## config.mk

```make
export PLATFORM = sky130hd
export DESIGN_NAME = nibble_serial_adder
export DESIGN_NICKNAME = d
export VERILOG_FILES = /design/src/rtl/nibble_serial_adder.sv
export SDC_FILE = /design/constraint.sdc
export NUM_CORES = 1
export LEC_CHECK = 0
export ABC_CLOCK_PERIOD_IN_PS = 2000
export CORE_ASPECT_RATIO = 0.6
export CORE_MARGIN = 2
export CORE_UTILIZATION = 44
export CTS_CLUSTER_DIAMETER = 120
export DETAILED_ROUTE_END_ITERATION = 7
export PLACE_DENSITY = 0.8
export SKIP_CTS_REPAIR_TIMING = 1
export SYNTH_ARGS = -nofsm -noshare
export SYNTH_HDL_FRONTEND = slang
export SYNTH_SLANG_ARGS = --single-unit
export TNS_END_PERCENT = 100
```

## constraint.sdc

```tcl
create_clock -name clock -period 2 [get_ports clock]
set_input_delay 0.5 -clock clock [delete_from_list [all_inputs] [get_ports clock]]
set_output_delay 0.5 -clock clock [all_outputs]
set_load 0.01 [all_outputs]
```

## src/rtl/nibble_serial_adder.sv

```systemverilog
// Multi-precision add/subtract sequencer. It feeds an external 4-bit ripple adder
// one nibble per clock, LSB first, and chains the carry between nibbles.
module nibble_serial_adder #(
  parameter int NIBBLES = 4
) (
  input  logic                   clock,
  input  logic                   reset,
  input  logic                   in_valid,
  output logic                   in_ready,
  input  logic [4*NIBBLES-1:0]   op_a,
  input  logic [4*NIBBLES-1:0]   op_b,
  input  logic                   cin,
  input  logic                   sub,
  output logic                   out_valid,
  input  logic                   out_ready,
  output logic [4*NIBBLES-1:0]   result,
  output logic                   cout,
  output logic                   overflow,
  output logic [3:0]             add_a,
  output logic [3:0]             add_b,
  output logic                   add_cin,
  input  logic [3:0]             add_sum,
  input  logic                   add_cout
);

  localparam int W  = 4 * NIBBLES;
  localparam int IW = (NIBBLES > 1) ? $clog2(NIBBLES) : 1;
  localparam logic [IW-1:0] LAST_IDX = IW'(NIBBLES - 1);

  typedef enum logic [1:0] {IDLE, RUN, DONE} state_t;

  state_t          r_state;
  state_t          w_nextState;
  logic [IW-1:0]   r_idx;
  logic [W-1:0]    r_a;
  logic [W-1:0]    r_b;
  logic            r_carry;
  logic [W-1:0]    r_result;
  logic            r_cout;
  logic            r_ovf;
  logic [IW+1:0]   w_nibBase;
  logic            w_last;

  assign w_nibBase = {r_idx, 2'b00};
  assign w_last    = (r_idx == LAST_IDX);

  always_ff @(posedge clock or posedge reset) begin
    if (reset) r_state <= IDLE;
    else       r_state <= w_nextState;
  end

  always_comb begin
    w_nextState = r_state;
    in_ready    = 1'b0;
    out_valid   = 1'b0;
    add_a       = 4'h0;
    add_b       = 4'h0;
    add_cin     = 1'b0;
    case (r_state)
      IDLE: begin
        in_ready = ~reset;
        if (in_valid && !reset) w_nextState = RUN;
      end
      RUN: begin
        add_a   = r_a[w_nibBase +: 4];
        add_b   = r_b[w_nibBase +: 4];
        add_cin = r_carry;
        if (w_last) w_nextState = DONE;
      end
      DONE: begin
        out_valid = 1'b1;
        if (out_ready) w_nextState = IDLE;
      end
      default: w_nextState = IDLE;
    endcase
  end

  // Subtraction is A + ~B + 1, so B is inverted at capture and the carry seeded to 1.
  always_ff @(posedge clock or posedge reset) begin
    if (reset) begin
      r_idx    <= '0;
      r_a      <= '0;
      r_b      <= '0;
      r_carry  <= 1'b0;
      r_result <= '0;
      r_cout   <= 1'b0;
      r_ovf    <= 1'b0;
    end else begin
      case (r_state)
        IDLE: begin
          if (in_valid) begin
            r_a     <= op_a;
            r_b     <= sub ? ~op_b : op_b;
            r_carry <= sub ? 1'b1 : cin;
            r_idx   <= '0;
          end
        end
        RUN: begin
          r_result[w_nibBase +: 4] <= add_sum;
          r_carry                  <= add_cout;
          if (w_last) begin
            r_cout <= add_cout;
            r_ovf  <= (r_a[W-1] ~^ r_b[W-1]) & (r_a[W-1] ^ add_sum[3]);
          end else begin
            r_idx <= r_idx + 1'b1;
          end
        end
        default: ;
      endcase
    end
  end

  assign result   = r_result;
  assign cout     = r_cout;
  assign overflow = r_ovf;

endmodule
```

# Word level (Yosys, flattened, before mapping)
# Cells that the tools add are included.
# op_classes
reduce_logical,9
mux,17
eq_ne,8
add_sub_neg,2
n_shift,4
n_bitwise,5
# ops
op,count
indexed part select 16 x 5 -> 4 bit,2
bitwise mux 16 bit,1
two-way mux 16 bit,1
NOT 16 bit,1
"variable shift 4 x 6 -> 16 bit, first input constant",1
indexed part select 4 x 6 -> 16 bit,1
two-way mux 2 bit,5
"!= test 2 bit, second input constant",5
two-way mux 4 bit,2
negator 4 -> 6 bit,1
case mux 2 bit (3 select lines),1
AND reduction 2 bit,3
AND reduction 3 bit,2
two-way mux 1 bit,5
"== test 2 bit, second input constant",2
case mux 2 bit (2 select lines),1
"adder 2 x 1 -> 2 bit, second input constant",1
"== test 2 x 1 -> 1 bit, second input constant",1
zero test 2 bit,1
case mux 1 bit (2 select lines),1
nonzero test 2 bit,1
bitwise AND 1 bit,1
logical AND 1 bit,1
zero test 1 bit,1
3 further kinds,3
# word_totals
out_inout_bits,29
reg_bits,55
word_cells,53
in_bits,43

# Longest topological paths before layout
# Gate-level depths: netlist of the first run.
# depth
depth_word,4
depth_mapped,6
mapped_depth_nobuf,5

# Worst setup path after synthesis of the first run
# No wires, ideal clock.
# synth_path
kind,reg-to-reg
start,register r_idx[1]
end,"register r_result[10], in the netlist result[10]"
slack_ns,0.027
arrival_ns,1.907
path_stages_with_launch,7
path_buffers,1
path_cell_list,dfrtp_1 > clkbuf_1 > inv_1 > ha_1 > or3b_1 > nor4b_4 > a22o_1
# synth_between
elab_chain_cells,3
# synth_lines
item,line,rtl
start: declaration,34,logic [IW-1:0] r_idx;
start signal: assignment,105,r_idx <= r_idx + 1'b1;
negator 4 -> 6 bit (*),99,r_result[w_nibBase +: 4] <= add_sum;
indexed part select 4 x 6 -> 16 bit or variable shift 4 x 6 -> 16 bit (tied branches),99,
bitwise mux 16 bit (*),99,
end signal: indexed assignment,99,
end: declaration,38,logic [W-1:0] r_result;
# Every way passes the cells marked *; elsewhere a longest branch is shown, timed or not.
# A chain may end at the register's enable or synchronous reset.

# Worst setup path after layout of the first run
# layout_path
start,register r_idx[0]
end,output port add_a[3]
# layout_between
elab_chain_cells,2
# layout_lines
item,line,rtl
indexed part select 16 x 5 -> 4 bit,65,add_a = r_a[w_nibBase +: 4];
two-way mux 4 bit,59,case (r_state)
end: declaration,19,"output logic [3:0] add_a,"
# Every way passes these cells.

==> impl_metrics.tcl, run 1 <==
set metrics [dict create \
    timing.hold.worst_path_depth 2 \
    worstSkewPairLatency_ps 310 \
    outcome "finished, violations left" \
    layout-drive-gt1-share_pct 25.4 \
    cap_viol_max_count 0 \
    post-route-period-util_pct 112 \
    totalNegativeSetupSlack_ps -1520 \
    synthToLayoutAreaGrowth_pct 45.6 \
    io_buffers 71 \
    critical_path_arrival_ps 1740 \
    postSynth.asyncResetShare_pct 100 \
    unrepaired_setup_endpoints_after_global_routing "true" \
    synth_enable_flop_cells 0 \
    first_iter_violations 114 \
    fillers 480 \
    synthTopCellsByCount "sky130_fd_sc_hd__nand2_1 (69), sky130_fd_sc_hd__dfrtp_1 (55), sky130_fd_sc_hd__a22o_1 (17)" \
    worstHoldEndpoint "r_a[4]$_DFFE_PP0P_" \
    worstReg2RegStart "r_idx[0]$_DFFE_PP0P_" \
    grt_pass1_vias 2009 \
    gp_congestion 0.865 \
    report.final.hold_viol_count 0 \
    die_height_um 64.6 \
    n_antenna_cell 0 \
    htreeDepth 2 \
    syn_area_per_cell_um2 11.2 \
    worst_setup_path_class "flip-flop to output pin" \
    finalCriticalPeriod_ps 2240 \
    totalPowerFinal_mw 5.87 \
    path_cells "buf_6 > buf_6 > buf_4 > mux4_2 > and2_4 > buf_6" \
    groute.usage.overall_pct 19.5 \
    floorplan.io_pins 72 \
    final_wl_mm 6.60 \
    syn-instance-count 241 \
    crit_path_end_kind "output pin" \
    clock-sinks 55 \
    hold_start "r_a[4]$_DFFE_PP0P_" \
    grt_first_pass_wirelength_mm 10.1 \
    num_vias 2130 \
    critPathMostFrequentCell "sky130_fd_sc_hd__buf_6" \
    post-synth-top-area-cell "sky130_fd_sc_hd__dfrtp_1" \
    final_net_count 394 \
    clock_skew_ps 4.93 \
    drt_pre_antenna_iters 4 \
    syn_area_um2 2700 \
    tritoncts.num_buffers 5 \
    clkTransAtPathRegs_ps 90 \
    power-per-cell-area_nw_per_um2 1500 \
    reg2reg_setup_slack_ps 10 \
    synthesis.nets 290 \
    max_clock_freq_mhz 446 \
    timing.critical_path.max_delay_family "buffers and inverters" \
    worst-r2r-cell-count 8 \
    cts_tree "yes" \
    hpwl_after_detailed_placement_mm 4.66 \
    worst_slew_margin_rel_pct 73.5 \
    timing.final.setup_violations 8 \
    final_core_util_pct 65.4 \
    design.die.area_um2 6790 \
    violations_in_the_final_reports "setup timing" \
    grt_antenna_before_repair 0 \
    critical-path-slowest-cell "sky130_fd_sc_hd__dfrtp_1" \
    maxSlewViolCount 0 \
    synth_seq_area_share_pct 51.1 \
    synth_area_leaders "sky130_fd_sc_hd__dfrtp_1 (51%), sky130_fd_sc_hd__nand2_1 (9.6%), sky130_fd_sc_hd__mux4_2 (6.7%), sky130_fd_sc_hd__a22o_1 (5.5%), sky130_fd_sc_hd__xnor2_1 (5.2%)" \
    ir_drop_v 0.000539 \
    actual_transition_at_the_worst_max_transition_pin_ps 397 \
    worst_setup_start_kind "flip-flop" \
    clk_path_buf_depth 2 \
    yosys.cell_count.top_type "sky130_fd_sc_hd__nand2_1" \
    yosysWarningCount 0 \
    post-route-drc-count 0 \
    worstReg2RegEnd "result[9]$_DFFE_PP0P_" \
    worst-path-buf-inv 4 \
    ant_nets 0 \
    globalRouteOverflowTotal 0 \
    netlist.area_leader.share_pct 51.1 \
    dieWidth_um 105 \
    detail_route.vias_per_cell 4.95 \
    dr_wl_cell_um 15.4 \
    core-area_um2 6000 \
    clock_tree.root_cell "sky130_fd_sc_hd__clkbuf_8" \
    worstHoldPathType "flip-flop to flip-flop" \
    crit_fanout 3 \
    cellLeakagePower_nw 1.83 \
    postSynthRegisterBits 55 \
    required_ps 1500 \
    initial_core_util_pct 44.9 \
    placement_rows 22 \
    netlist_cell_types 27 \
    crit_path_setup_slack_layout_ps -242 \
    grt_max_degree 34 \
    yosys_most_used_dff "sky130_fd_sc_hd__dfrtp_1" \
    critical-path-max-stage-delay_ps 410 \
]
## layout by cell type, fill, tap and decap left out, types with 2 or more instances in the layout
cell,netlist,final
sky130_fd_sc_hd__a22o_1,17,17
sky130_fd_sc_hd__and2_1,9,3
sky130_fd_sc_hd__and2_4,0,6
sky130_fd_sc_hd__buf_4,1,32
sky130_fd_sc_hd__buf_6,5,12
sky130_fd_sc_hd__clkbuf_8,0,6
sky130_fd_sc_hd__clkdlybuf4s50_1,0,60
sky130_fd_sc_hd__dfrtp_1,55,54
sky130_fd_sc_hd__dlymetal6s2s_1,0,3
sky130_fd_sc_hd__ha_1,6,4
sky130_fd_sc_hd__mux2_2,3,3
sky130_fd_sc_hd__mux4_2,8,8
sky130_fd_sc_hd__nand2_1,69,69
sky130_fd_sc_hd__nand2b_1,3,3
sky130_fd_sc_hd__nand3b_1,3,3
sky130_fd_sc_hd__nor2_1,3,3
sky130_fd_sc_hd__nor3_1,3,3
sky130_fd_sc_hd__nor3b_2,1,2
sky130_fd_sc_hd__nor4b_4,3,3
sky130_fd_sc_hd__o21ai_1,16,16
sky130_fd_sc_hd__xnor2_1,16,16
## logic make-up (layout without fill, tap and decap cells)
logic type | count (synthesis) | in the layout | share of synthesized area (%)
simple gates | 101 | 101 | 19.6
xor+xnor | 16 | 16 | 5.20
buf+inv | 17 | 122 | 4.18
compound gates | 35 | 35 | 9.19
fa+ha+maj | 6 | 6 | 2.79
mux | 11 | 11 | 7.94
flops | 55 | 55 | 51.1
## metrics by stage
stage / cells / instance area, um^2 / hold slack [ps] / worst slack (ps)
6_report: 430 / 3920 / 487 / -242
2_1_floorplan: 241 / 2700 / 440 / 26.6
4_1_cts: 416 / 3730 / 486 / -535
3_5_place_dp: 408 / 3620 / 463 / -175
3_3_place_gp: 408 / 3620 / 456 / -165
5_1_grt: 430 / 3920 / 510 / -303
## power breakdown
group	total (mW)	switching [mW]	internal, mW
registers	1.91	0.284	1.62
logic	3.20	1.37	1.84
clock network	0.761	0.356	0.405
total	5.87	2.00	3.87
## worst register-to-register path: cells and delay by family (launching register included)
family	cells	cell delay (ps)
and+or+nand+nor	2	770
DFF	1	390
buffers and inverters	4	390
AOI/OAI and AO/OA	1	200
adders and majority gates	1	190
## state kept, by name, indices dropped and copies added, names as in the netlist
register / flops
cout: 1
overflow: 1
r_a: 16
r_b: 16
r_carry: 1
r_idx: 2
r_state: 2
result: 16
## final cells by class
type                            count  area (um^2)  share of cell area [%]
Clock buffer                        6         82.6                    2.10
Multi-Input combinational cell    169         1250                    31.8
Tap cell                           84          105                    2.68
Inverter                            3         18.8                   0.478
Sequential cell                    55         1380                    35.1
Timing Repair Buffer              111         1060                    27.0
Clock inverter                      2         35.0                   0.893
## layer usage
metal | wire, um | part of all wire (%) | global-route usage [%]
met1 | 2990 | 45 | 27.6
met2 | 3070 | 46 | 29.5
met3 | 416 | 6.3 | 3.92
met4 | 131 | 2.0 | 8.00
met5 | 0 | 0 | 0
## how the worst max path moves through the flow
stage               depth (start not counted)  slack, ps                     end                  from
global route                                6       -300                add_a[1]  r_idx[0]$_DFFE_PP0P_
finish                                      6       -240                add_a[3]  r_idx[0]$_DFFE_PP0P_
floorplan                                   6         30  result[10]$_DFFE_PP0P_  r_idx[1]$_DFFE_PP0P_
detailed placement                          4       -180                add_a[3]  r_idx[0]$_DFFE_PP0P_
global placement                            4       -160                add_a[3]  r_idx[0]$_DFFE_PP0P_
CTS                                         4       -540                add_a[3]  r_idx[0]$_DFFE_PP0P_
No activity file was read; power rests on OpenSTA's default activity.
==> run 2: changes to the inputs <==
--- a/config.mk
+++ b/config.mk
@@ -11,6 +11,8 @@
 export CORE_UTILIZATION = 44
 export CTS_CLUSTER_DIAMETER = 120
 export DETAILED_ROUTE_END_ITERATION = 7
+export GPL_ROUTABILITY_DRIVEN = 0
+export GPL_TIMING_DRIVEN = 0
 export PLACE_DENSITY = 0.8
 export SKIP_CTS_REPAIR_TIMING = 1
 export SYNTH_ARGS = -nofsm -noshare
==> run 2 against run 1 <==
  * The flow still finishes with violations (setup timing)
  * Sequential power is essentially flat
  * Sequential share of layout area grew 1.6 points
  * Critical endpoint unchanged
  * Highest routed layer unchanged
  * Count of clock-buffer cells in the layout rose by 2
  * Fmax rose by 0.95%
  * Critical path type unchanged
==> impl_metrics.tcl, run 2 (synthesized netlist as in run 1, its figures left out) <==
set metrics [dict create \
    final_net_count 375 \
    crit_path_end_kind "output pin" \
    io_buffers 70 \
    worstSkewPairLatency_ps 310 \
    worstHoldPathType "flip-flop to flip-flop" \
    sequential_area_um2 1380 \
    hpwl_after_detailed_placement_mm 4.66 \
    finalCriticalPeriod_ps 2220 \
    grt_max_degree 42 \
    power-per-cell-area_nw_per_um2 1470 \
    final_wl_mm 6.62 \
    most-common-layout-cells "sky130_fd_sc_hd__nand2_1 (69), sky130_fd_sc_hd__clkdlybuf4s50_1 (59), sky130_fd_sc_hd__dfrtp_1 (53)" \
    required_ps 1500 \
    grt_first_pass_wirelength_mm 10.2 \
    reg2reg_setup_slack_ps -60 \
    final_common_cell "sky130_fd_sc_hd__nand2_1" \
    violations_in_the_final_reports "setup timing" \
    cellLeakagePower_nw 1.73 \
    layout-drive-gt1-share_pct 20.8 \
    cts_tree "yes" \
    report.final.hold_viol_count 0 \
    tritoncts.num_buffers 5 \
    n_antenna_cell 0 \
    clock-sinks 55 \
    timing.final.setup_violations 12 \
    synthToLayoutAreaGrowth_pct 39.2 \
    dieWidth_um 105 \
    fillers 521 \
    multi_input_area_um2 1260 \
    design.die.area_um2 6790 \
    crit_path_setup_slack_layout_ps -221 \
    clkTransAtPathRegs_ps 90 \
    num_vias 2080 \
    htreeDepth 2 \
    clock_skew_ps 6.45 \
    floorplan.io_pins 72 \
    worst_slew_margin_rel_pct 61.5 \
    critical_path_arrival_ps 1720 \
    outcome "finished, violations left" \
    totalNegativeSetupSlack_ps -1380 \
    first_iter_violations 108 \
    clock_tree.root_cell "sky130_fd_sc_hd__clkbuf_8" \
    groute.usage.overall_pct 19.3 \
    dr_wl_cell_um 16.1 \
    globalRouteOverflowTotal 0 \
    max_clock_freq_mhz 450 \
    actual_transition_at_the_worst_max_transition_pin_ps 575 \
    post-route-drc-count 0 \
    die_height_um 64.6 \
    grt_antenna_before_repair 0 \
    ant_nets 0 \
    maxSlewViolCount 0 \
    worst_setup_start_kind "flip-flop" \
    post-route-period-util_pct 111 \
    drt_pre_antenna_iters 4 \
    cap_viol_max_count 0 \
    number_of_cells_in_the_finished_layout_apart_from_fillers 411 \
    detail_route.vias_per_cell 5.06 \
    clk_path_buf_depth 2 \
    crit_fanout 5 \
    core-area_um2 6000 \
    grt_pass1_vias 1961 \
    ir_drop_v 0.000510 \
    placement_rows 22 \
    placedCellCount 396 \
    initial_core_util_pct 44.9 \
    worst_setup_path_class "flip-flop to output pin" \
    unrepaired_setup_endpoints_after_global_routing "true" \
]
run 2: path summary, 6_finish.rpt:
kind / from / endpoint / cells past startpoint
worst max-delay path: r_idx[0]$_DFFE_PP0P_ / add_a[3] / 4
worst min-delay path: r_a[4]$_DFFE_PP0P_ / r_a[4]$_DFFE_PP0P_ / 2
worst max register to register: r_idx[0]$_DFFE_PP0P_ / result[9]$_DFFE_PP0P_ / 7
worst min register to register: r_a[4]$_DFFE_PP0P_ / r_a[4]$_DFFE_PP0P_ / 2
max in group asynchronous: reset / r_idx[0]$_DFFE_PP0P_ / 3
min in group asynchronous: reset / result[2]$_DFFE_PP0P_ / 2
run 2: worst max-delay path, stage by stage (launching register included):
cell,delay (ps)
sky130_fd_sc_hd__dfrtp_2,410
sky130_fd_sc_hd__buf_4,170
sky130_fd_sc_hd__mux4_2,490
sky130_fd_sc_hd__and2_1,180
sky130_fd_sc_hd__dlymetal6s2s_1,170
run 2: cell type report:
class	count	share of cell area, %
inverters	3	0.400
plain buffers	14	3.40
repair buffers	78	20.2
flip-flops and latches	55	36.8
clock buffers	8	2.67
well taps	84	2.80
multi-input cells	169	33.7
run 2: routing by layer:
layer	wire (um)	vias up	global-route usage, %
met4	93	0	5.83
met3	270	10	4.02
met1	3280	1022	28.0
li1	-	982	-
met5	0	-	0
met2	2980	66	29.4
run 2: stage by stage:
step                      instance area [um^2]  worst slack [ps]  util [%]  total power, mW  hold WS, ps
final                                     3750              -221      62.5             5.51          483
after global routing                      3750              -283      62.5             5.85          505
after CTS                                 3620              -783      60.3             5.20          486
after detailed placement                  3520              -438      58.7             4.54          465
after global placement                    3500              -879      58.3             4.46          453
after floorplan                           2700              26.6         -             3.51          440
run 2: where the power goes:
| part | switching, mW | leakage, nW | internal (mW) |
|---|---|---|---|
| Clock | 0.350 | 0.0515 | 0.317 |
| Combinational | 1.33 | 0.981 | 1.58 |
| Sequential | 0.306 | 0.699 | 1.62 |
| Total | 1.98 | 1.73 | 3.52 |
==> run 3: changes to the inputs <==
--- a/config.mk
+++ b/config.mk
@@ -14,7 +14,6 @@
 export GPL_ROUTABILITY_DRIVEN = 0
 export GPL_TIMING_DRIVEN = 0
 export PLACE_DENSITY = 0.8
-export SKIP_CTS_REPAIR_TIMING = 1
 export SYNTH_ARGS = -nofsm -noshare
 export SYNTH_HDL_FRONTEND = slang
 export SYNTH_SLANG_ARGS = --single-unit
==> run 3 against run 2 <==
  * The flow still finishes with violations (setup timing)
  * Fmax grew 5.4%
  * Sequential cell count stayed put
  * Die area did not move
  * Sequential power is essentially flat
  * Global-route usage rose by 0.45 points
  * Clock power about the same
  * Non-clock buffer count increased by 3
  * Cell count up 0.73%
  * Critical path type unchanged
  * Critical endpoint is now add_b[0]
  * Largest power group unchanged
  * Highest routed layer unchanged
==> impl_metrics.tcl, run 3 (synthesized netlist as in run 1, its figures left out) <==
set metrics [dict create \
    worst-r2r-cell-count 8 \
    core-area_um2 6000 \
    n_antenna_cell 0 \
    totalPowerFinal_mw 5.68 \
    io_buffers 70 \
    required_ps 1500 \
    worst_setup_start_kind "flip-flop" \
    net-switching-power_mw 2.01 \
    grt_antenna_before_repair 0 \
    clock_tree.root_cell "sky130_fd_sc_hd__clkbuf_8" \
    grt_pass1_vias 2052 \
    critical-path-slowest-cell "sky130_fd_sc_hd__mux4_2" \
    design.die.area_um2 6790 \
    worst_setup_path_endpoint "add_b[0]" \
    timing.hold.ws_ps 485 \
    clock_skew_ps 5.61 \
    ir_drop_v 0.000557 \
    ant_nets 0 \
    outcome "finished, violations left" \
    report.final.hold_viol_count 0 \
    dp_slack_ps -438 \
    dr_wl_cell_um 16.1 \
    violations_in_the_final_reports "setup timing" \
    globalRouteOverflowTotal 0 \
    worstSkewPairLatency_ps 310 \
    hpwl_after_detailed_placement_mm 4.66 \
    grt_max_degree 42 \
    finalCriticalPeriod_ps 2110 \
    final_wl_mm 6.66 \
    cellLeakagePower_nw 1.71 \
    timing.critical_path.depth 4 \
    worstReg2RegStart "r_idx[0]$_DFFE_PP0P_" \
    max_clock_freq_mhz 475 \
    clock-sinks 55 \
    layout-drive-gt1-share_pct 23.9 \
    power-per-cell-area_nw_per_um2 1490 \
    power.share.combinational_pct 54.3 \
    post-route-drc-count 0 \
    actual_transition_at_the_worst_max_transition_pin_ps 560 \
    crit_path_end_kind "output pin" \
    floorplan.io_pins 72 \
    cts_tree "yes" \
    most-common-layout-cells "sky130_fd_sc_hd__nand2_1 (69), sky130_fd_sc_hd__clkdlybuf4s50_1 (59), sky130_fd_sc_hd__dfrtp_1 (53)" \
    worst_slew_margin_rel_pct 62.5 \
    timing.critical_path.from "r_idx[0]$_DFFE_PP0P_" \
    synthToLayoutAreaGrowth_pct 41.2 \
    reg2reg_setup_slack_ps 10 \
    groute.usage.overall_pct 19.7 \
    path_cells "buf_12 > mux4_2 > and2_4 > buf_6" \
    critical-path-max-stage-delay_ps 490 \
    switching_share_pct 35.4 \
    crit_path_setup_slack_layout_ps -107 \
    worstHoldPathType "flip-flop to flip-flop" \
    final_net_count 378 \
    timing.critical_path.max_delay_family "multiplexers" \
    worstReg2RegEnd "r_idx[0]$_DFFE_PP0P_" \
    detail_route.vias_per_cell 5.12 \
    final_common_cell "sky130_fd_sc_hd__nand2_1" \
    worst_setup_path_class "flip-flop to output pin" \
    htreeDepth 2 \
    clockPowerShare_pct 11.7 \
    die_height_um 64.6 \
    dieWidth_um 105 \
    clkTransAtPathRegs_ps 90 \
    post-route-period-util_pct 105 \
    worst-path-buf-inv 2 \
    placement_rows 22 \
    clk_path_buf_depth 2 \
    p_int_mw 3.67 \
    initial_core_util_pct 44.9 \
    crit_fanout 7 \
    cts-hold-fix-buffers 0 \
    cap_viol_max_count 0 \
    timing.final.setup_violations 8 \
    num_vias 2118 \
    unrepaired_setup_endpoints_after_global_routing "true" \
    grt_first_pass_wirelength_mm 10.3 \
    tritoncts.num_buffers 5 \
    power.share.sequential_pct 33.9 \
    hold_start "r_a[4]$_DFFE_PP0P_" \
    first_iter_violations 102 \
    critical_path_arrival_ps 1610 \
    maxSlewViolCount 0 \
    drt_pre_antenna_iters 4 \
]
==> run 3: cell types whose count changed in the layout (fill, tap and decap cells not counted), moves of 2 or more <==
cell                             change
sky130_fd_sc_hd__and2_4              +3
sky130_fd_sc_hd__clkbuf_2            -7
sky130_fd_sc_hd__dlygate4sd2_1       +2
sky130_fd_sc_hd__and2_1              -3
sky130_fd_sc_hd__ha_2                +2
sky130_fd_sc_hd__dlymetal6s2s_1      -4
sky130_fd_sc_hd__buf_4               +4
sky130_fd_sc_hd__buf_6               +6
==> run 3: worst min path at each step <==
stage | cells after the start | slack [ps] | endpoint
6_report | 2 | 480 | r_a[4]$_DFFE_PP0P_
3_3_place_gp | 2 | 450 | r_a[6]$_DFFE_PP0P_
2_1_floorplan | 2 | 440 | r_a[10]$_DFFE_PP0P_
4_1_cts | 2 | 490 | r_a[4]$_DFFE_PP0P_
3_5_place_dp | 2 | 460 | r_a[4]$_DFFE_PP0P_
5_1_grt | 2 | 510 | r_a[3]$_DFFE_PP0P_
==> run 3: power groups by stage <==
stage / clock (mW) / sequential [mW] / combinational, mW
after floorplan: 0 / 1.93 / 1.57
after global placement: 0 / 1.92 / 2.53
after detailed placement: 0 / 1.95 / 2.59
after CTS: 0.670 / 1.91 / 2.89
after global routing: 0.721 / 1.97 / 3.32
final: 0.667 / 1.93 / 3.09
==> run 3: tightest hold or removal path, cell delays in order (launching register included) <==
cell and delay [ps]:
sky130_fd_sc_hd__dfrtp_1 350, sky130_fd_sc_hd__nand2_1 50, sky130_fd_sc_hd__nand2_1 50
==> run 3: layout make-up <==
cell class	instances	area [um^2]
plain buffers	14	134
clock buffers	8	100
repair buffers	81	802
multi-input cells	169	1270
well taps	84	105
inverters	3	13.8
flip-flops and latches	55	1380
fillers	518	2190
==> run 3: timing repair <==
item / in CTS / in global routing
setup buffers: 8 / 3
resized for setup: 68 / 12
endpoints found under the setup margin: 27 / 23
pin swaps: 12 / 6
==> run 3: metal layers <==
metal  part of all wire [%]  global-route usage [%]  vias up
li1                       -                       -      987
met1                     47                    27.7     1041
met4                    1.5                    6.00        0
met2                     46                    30.9       76
met3                    5.5                    4.53       14
met5                      0                       0        -
==> run 3: per-stage QoR <==
| stage | cells | util, % | TNS, ps | cell area [um^2] |
|---|---|---|---|---|
| CTS | 411 | 62.2 | -845 | 3730 |
| floorplan | 241 | - | 0 | 2700 |
| global route | 414 | 63.4 | -1290 | 3810 |
| global placement | 395 | 58.3 | -54670 | 3500 |
| finish | 414 | 63.4 | -818 | 3810 |
| detailed placement | 396 | 58.7 | -7130 | 3520 |
